`src/rtl/nx_fifo_ctrl_thresh.sv`:
```
// FIFO pointer/occupancy controller for an external RAM of any depth, with threshold flags.
// Optional peak-occupancy tracking is enabled by defining NX_FIFO_CTRL_WATERMARK_EN.
module nx_fifo_ctrl_thresh #(
  parameter int unsigned DEPTH = 6,
  parameter int unsigned PTR_W = $clog2(DEPTH),
  parameter int unsigned CNT_W = $clog2(DEPTH + 1)
) (
  input  logic             clk,
  input  logic             rst_n,
  input  logic             wen,
  input  logic             ren,
  input  logic             clear,
  input  logic [CNT_W-1:0] afull_thresh,
  input  logic [CNT_W-1:0] aempty_thresh,
  input  logic             err_clr,
  output logic             empty,
  output logic             full,
  output logic             almost_full,
  output logic             almost_empty,
  output logic [CNT_W-1:0] used_slots,
  output logic [CNT_W-1:0] free_slots,
  output logic [PTR_W-1:0] rptr,
  output logic [PTR_W-1:0] wptr,
  output logic             underflow,
  output logic             overflow,
  output logic [1:0]       err_sticky,
  output logic [CNT_W-1:0] watermark
);

  localparam logic [PTR_W-1:0] PtrLast  = PTR_W'(DEPTH - 1);
  localparam logic [CNT_W-1:0] CntDepth = CNT_W'(DEPTH);

  logic             wr_acc, rd_acc;
  logic [PTR_W-1:0] rptr_q, rptr_d, wptr_q, wptr_d;
  logic [CNT_W-1:0] used_q, used_d, free_q, free_d;
  logic             empty_q, empty_d, full_q, full_d;
  logic             afull_q, afull_d, aempty_q, aempty_d;
  logic [1:0]       err_q, err_d;

  assign underflow = ren & empty_q;
  assign overflow  = wen & full_q;

  always_comb begin
    wr_acc = wen & ~full_q & ~clear;
    rd_acc = ren & ~empty_q & ~clear;
    rptr_d = rptr_q;
    wptr_d = wptr_q;
    used_d = used_q;
    if (clear) begin
      rptr_d = '0;
      wptr_d = '0;
      used_d = '0;
    end else begin
      // Explicit wrap so non-power-of-2 depths address only valid RAM rows
      if (wr_acc) wptr_d = (wptr_q == PtrLast) ? '0 : wptr_q + PTR_W'(1);
      if (rd_acc) rptr_d = (rptr_q == PtrLast) ? '0 : rptr_q + PTR_W'(1);
      if (wr_acc && !rd_acc) begin
        used_d = used_q + CNT_W'(1);
      end else if (rd_acc && !wr_acc) begin
        used_d = used_q - CNT_W'(1);
      end
    end
    free_d   = CntDepth - used_d;
    empty_d  = (used_d == '0);
    full_d   = (used_d == CntDepth);
    afull_d  = (used_d >= afull_thresh);
    aempty_d = (used_d <= aempty_thresh);
    err_d[0] = underflow | (err_q[0] & ~err_clr);
    err_d[1] = overflow  | (err_q[1] & ~err_clr);
  end

  always_ff @(posedge clk) begin
    if (!rst_n) begin
      rptr_q   <= '0;
      wptr_q   <= '0;
      used_q   <= '0;
      free_q   <= CntDepth;
      empty_q  <= 1'b1;
      full_q   <= 1'b0;
      afull_q  <= (afull_thresh == '0);
      aempty_q <= 1'b1;
      err_q    <= '0;
    end else begin
      rptr_q   <= rptr_d;
      wptr_q   <= wptr_d;
      used_q   <= used_d;
      free_q   <= free_d;
      empty_q  <= empty_d;
      full_q   <= full_d;
      afull_q  <= afull_d;
      aempty_q <= aempty_d;
      err_q    <= err_d;
    end
  end

  assign rptr         = rptr_q;
  assign wptr         = wptr_q;
  assign used_slots   = used_q;
  assign free_slots   = free_q;
  assign empty        = empty_q;
  assign full         = full_q;
  assign almost_full  = afull_q;
  assign almost_empty = aempty_q;
  assign err_sticky   = err_q;

`ifdef NX_FIFO_CTRL_WATERMARK_EN
  logic [CNT_W-1:0] wm_q, wm_d;

  always_comb begin
    wm_d = wm_q;
    if (clear) begin
      wm_d = '0;
    end else if (err_clr) begin
      wm_d = used_d;
    end else if (used_d > wm_q) begin
      wm_d = used_d;
    end
  end

  always_ff @(posedge clk) begin
    if (!rst_n) begin
      wm_q <= '0;
    end else begin
      wm_q <= wm_d;
    end
  end

  assign watermark = wm_q;
`else
  assign watermark = '0;
`endif

endmodule

```
`config.mk`:
```
export PLATFORM = sky130hd
export DESIGN_NAME = nx_fifo_ctrl_thresh
export DESIGN_NICKNAME = d
export VERILOG_FILES = /design/src/rtl/nx_fifo_ctrl_thresh.sv
export SDC_FILE = /design/constraint.sdc
export NUM_CORES = 1
export LEC_CHECK = 0
export BUFFER_PORTS_ARGS = -buffer_cell sky130_fd_sc_hd__clkbuf_2
export CAP_MARGIN = 20
export CORE_MARGIN = 1
export CORE_UTILIZATION = 43
export DETAILED_ROUTE_END_ITERATION = 6
export GPL_TIMING_DRIVEN = 0
export PLACE_DENSITY = 0.75
export SLEW_MARGIN = 40
export SYNTH_ARGS = -nofsm -noshare
export SYNTH_HDL_FRONTEND = slang
export SYNTH_SLANG_ARGS = --single-unit
```
`constraint.sdc`:
```
create_clock -name clk -period 2.1 [get_ports clk]
set_input_delay 0.315 -clock clk [delete_from_list [all_inputs] [get_ports clk]]
set_output_delay 0.315 -clock clk [all_outputs]
set_load 0.01 [all_outputs]
```
After elaboration in Yosys (flattened, before gate mapping)
Index checks and enable logic that the tools add are counted.

storage, ports and cells
  register bits = 18
  output and inout bits = 23
  word-level logic and storage cells = 47

operators by class
  add/subtract/negate cells = 5
  magnitude comparators = 2
  eq/ne operators = 3
  muxes and demuxes = 6
  bitwise operators = 15
  reduce and logical (&&, ||, !) cells = 7

operators with widths
  cell                                                                 count
  3-bit 2-to-1 mux                                                     5
  3-bit by 1-bit adder with 3-bit output (second input constant)       3
  3-bit equality test (second input constant)                          3
  1-bit bitwise AND                                                    8
  3-bit logical NOT                                                    2
  1-bit inverter                                                       5
  3-bit >= comparator                                                  1
  3-bit <= comparator                                                  1
  3-bit by 1-bit subtractor with 3-bit output (second input constant)  1
  3-bit subtractor (first input constant)                              1
  1-bit logical AND                                                    2
  1-bit logical NOT                                                    2
  1-bit bitwise OR                                                     2
  2-bit OR reduction                                                   1
  1-bit 2-to-1 mux                                                     1

Logic depth before layout (Yosys ltp)
  word-level depth = 10
  depth in mapped cells = 11
  mapped depth without buffers = 11

Worst setup path after synthesis
OpenSTA, ideal clock, no wires.

  path kind = reg-to-reg
  start point = register full_q (netlist: full)
  end point = register afull_q (netlist: almost_full)
  arrival = 2.022 ns
  required time = 1.969 ns
  setup slack = -0.052 ns
  stages on the path, launching flop included = 12
  cells stage by stage = dfxtp_1 > and2b_2 > nand2_1 > nand2_1 > xnor2_1 > or2_2 > ha_1 > nand2b_1 > a21oi_1 > nor2b_1 > o21ai_0 > o41ai_1

on the way
  cells in the longest elaborated chain, start to end = 10

RTL lines
  element                            RTL line  RTL
  start: declaration                 36        logic empty_q, empty_d, full_q, full_d;
  start signal: assignment           89        full_q <= full_d;
  1-bit inverter *                   44        wr_acc = wen & ~full_q & ~clear;
  1-bit bitwise AND * (2 in series)  44
  1-bit logical NOT                  59        end else if (rd_acc && !wr_acc) begin
  1-bit logical AND                  59
  3-bit 2-to-1 mux                   59
  3-bit 2-to-1 mux *                 57        if (wr_acc && !rd_acc) begin
  3-bit 2-to-1 mux *                 49        if (clear) begin
  3-bit >= comparator *              66        afull_d = (used_d >= afull_thresh);
  1-bit 2-to-1 mux *                 73        if (!rst_n) begin
  end signal: assignment             80        afull_q <= (afull_thresh == '0);
  end signal: assignment             90        afull_q <= afull_d;
  end: declaration                   37        logic afull_q, afull_d, aempty_q, aempty_d;

Mark *: on every way between the ends. The rest lies on a longest branch, timed or not.
A chain may end at the register's enable or synchronous reset.

Worst setup path after layout
  start point = register full_q (netlist: full)
  end point = register afull_q (netlist: almost_full)

on the way
  cells in the longest elaborated chain, start to end = 10

RTL lines
  element                            RTL line  RTL
  1-bit inverter *                   44
  1-bit bitwise AND * (2 in series)  44
  1-bit logical NOT                  59
  1-bit logical AND                  59
  3-bit 2-to-1 mux                   59
  3-bit 2-to-1 mux *                 57
  3-bit 2-to-1 mux *                 49
  net used_d[1]                      35        logic [CNT_W-1:0] used_q, used_d, free_q, free_d;
  3-bit >= comparator *              66
  1-bit 2-to-1 mux *                 73

Mark *: on every way through the listed nets, which the timed path passes. The rest lies on a longest branch.

==> run metrics <==
CTS tree done; yosys warns 0; total gr overflow 0; Initial Util a little under half; distinct cell type count after synthesis 33; DRT iter0 DRCs 2; crit path capture type flop; largest net degree at the start of global routing 11; Cell Pwr Density roughly 530 nW/um^2; CTS clk-pin slew, worst paths 0.11 ns; htree depth 1; DP Wirelength between 1500 and 2000 um; Placer Congestion roughly 0.76; Hold Startpoint afull_thresh[2]; Pleak 0.6461 nW; reg-to-reg endpoint almost_full; First-pass DRT Iterations 3; max-cap viol count 0; port bufs 30; critical path's slowest cell dfxtp_2; FF-to-FF setup slack -0.004 ns; WS Path Type flop to flop; CTS hold repair buffers 0; clock sink count 17; placed inst area 1151 um^2; Max stage delay on crit path about 0.35 ns; commonest cells after routing, fill and taps aside 30 x clkbuf_2, 13 x buf_4, 13 x dfxtp_1; Setup-failing EPs final 1; Yosys reg bits 17; violated checks setup timing; post-synthesis cell area around 950 um^2; share of cells above drive strength 1 between 50% and 60%; I/O pin count 35; FP Rows 16; outcome complete, but fails checks; RSZ-0062 raised after global routing true; core area about 2000 um^2; die area 2413 um^2; gr usage total between 15 and 20%; Period Utilization, post-route 100.2%; area occupied by multi-input gates about 670 um^2; Post-Route WL about 2100 um; Cells after DPL 166; Worst setup SP type flop; Final Slew Violations 0; CTS Buffer Depth 2; drt wl/cell between 10 and 15 um; ANT cells 0; critical path fanouts, max 4; Avg Cell Area, Syn around 8.9 um^2; worst r2r path cells 11; Worst Path Arrival between 2 and 2.5 ns; total number of vias 871; maximum vdd drop 323.1 uV; DRC Markers 0; Finished Layout Cells between 150 and 200; fillers 167; fmax 475.3 MHz; setup_tns -0.003849 ns; Min-Delay Endpoint almost_full; worst hold path class input port to flop; CP most frequent cell nor2_4; design area about 1400 um^2; Req. time, crit path between 2 and 2.5 ns; CP Cell Sequence and2b_2 > buf_6 > nor2_4 > a211oi_2 > a31o_2 > nor2_4 > ha_4 > a21oi_2 > nor2b_1 > o21ai_1 > o41ai_2; fin nets roughly 180; CTS root buf clkbuf_4; commonest non-fill, non-tap cell in the layout clkbuf_2; Die Y slightly below 50 um; Gate Count Post-Synth approximately 110; area grow syn2layout 44.69%; clk_skew between 0.015 and 0.02 ns; vias in the first global route 818; post-synthesis sequential area ratio between 30% and 40%; worst path bufs/invs 1; DR vias/cell between 4 and 5; register area between 300 and 400 um^2; hold path depth 2; first-pass GRT wire length just over 3000 um; Routed Antenna Nets 0; cts bufs inserted 3; Tmin final 2.104 ns; setup ws final -0.003849 ns; Clk Latency, worst-skew pair between 0.2 and 0.3 ns; initial antenna violation count 0; reg2reg start full; Crit path max-delay family compound AO/OA/AOI/OAI gates; Final Hold Fails 0; Die Wd around 49 um
==> state kept, by name, indices dropped and copies added (netlist names) <==
name and cells:
full 1, almost_empty 1, used_slots 3, wptr 3
rptr 3, free_slots 2, empty 1, err_sticky 2
almost_full 1
==> area by class of cell <==
cell class	count	area share, %
buffer	6	2.717
clock buffer	4	1.902
inverter	7	1.902
multi-input combinational	79	48.64
sequential	17	25.00
tap	27	2.446
timing repair buffer	41	17.39
==> how the worst max path moves through the flow <==
stage | depth (start not counted) | start | end
global route | 10 | used_slots[0] | almost_full
finish | 11 | full | almost_full
global placement | 12 | wen | almost_full
floorplan | 11 | full | almost_full
CTS | 11 | full | almost_full
detailed placement | 12 | wen | almost_full
==> logic make-up after synthesis <==
family	after synthesis	synth area share, %
and+or+nand+nor	46	28.31
DFF	17	35.65
AOI/OAI and AO/OA	15	10.22
buffers and inverters	13	6.685
adders and majority gates	11	14.42
xor gates and xnor gates	3	2.753
other	1	0.3928
muxes	1	1.572
==> routing by layer <==
| metal | routed length [um] | up-vias | global-route usage [%] |
|---|---|---|---|
| li1 | - | 443 | - |
| met1 | 879 | 397 | 16.28 |
| met2 | 1075 | 27 | 32.65 |
| met3 | 121 | 4 | 3.738 |
| met4 | 38 | 0 | 5.882 |
| met5 | 0 | - | 0 |
==> cell usage after synthesis (all sizes together) <==
cell    count  area, um^2
dfxtp      17       340.3
nor2b       4       25.02
and2b       2       17.52
nor3b       3       27.52
o21ai       2       10.01
ha         11       137.6
a21boi      1       7.510
a21oi       5       25.02
o41ai       1       8.760
xnor2       3       26.28
or2         3       18.77
o211ai      1       7.510
clkbuf      2       7.510
a211oi      1       7.510
nand2       8       30.03
nor2       12       45.04
a31o        1       8.760
nor3        3       26.28
mux2        1       15.01
o21a        3       22.52
conb        1       3.750
and2        2       13.77
buf         4       30.03
inv         7       26.28
nand2b      5       33.78
and3b       1       12.51
nand3       3       20.02
==> report_power, final <==
group          internal [mW]  total, mW  leakage (nW)  switching, mW
combinational          0.111      0.212         0.492          0.101
clock                 0.0736      0.176        0.0150          0.102
sequential             0.338      0.347         0.140        0.00952
==> metrics by stage <==
step / hold WS, ns / power (mW) / util [%] / worst slack, ns
finish: 0.2292 / 0.7344 / 68.32 / -0.003849
global placement: 0.5125 / 0.4925 / 56.93 / -0.1113
global route: 0.2332 / 0.7692 / 68.32 / -0.1511
CTS: 0.2064 / 0.6908 / 61.32 / 0.0001914
floorplan: 0.4044 / 0.4517 / - / 0.05967
detailed placement: 0.5136 / 0.5015 / 56.93 / -0.2016
==> timing repair <==
item,CTS,global route
pin swaps,1,12
resized for setup,6,18
buffers inserted,6,5
endpoints found under the setup margin,2,3
Note: power is estimated with default switching activity, not from simulation.
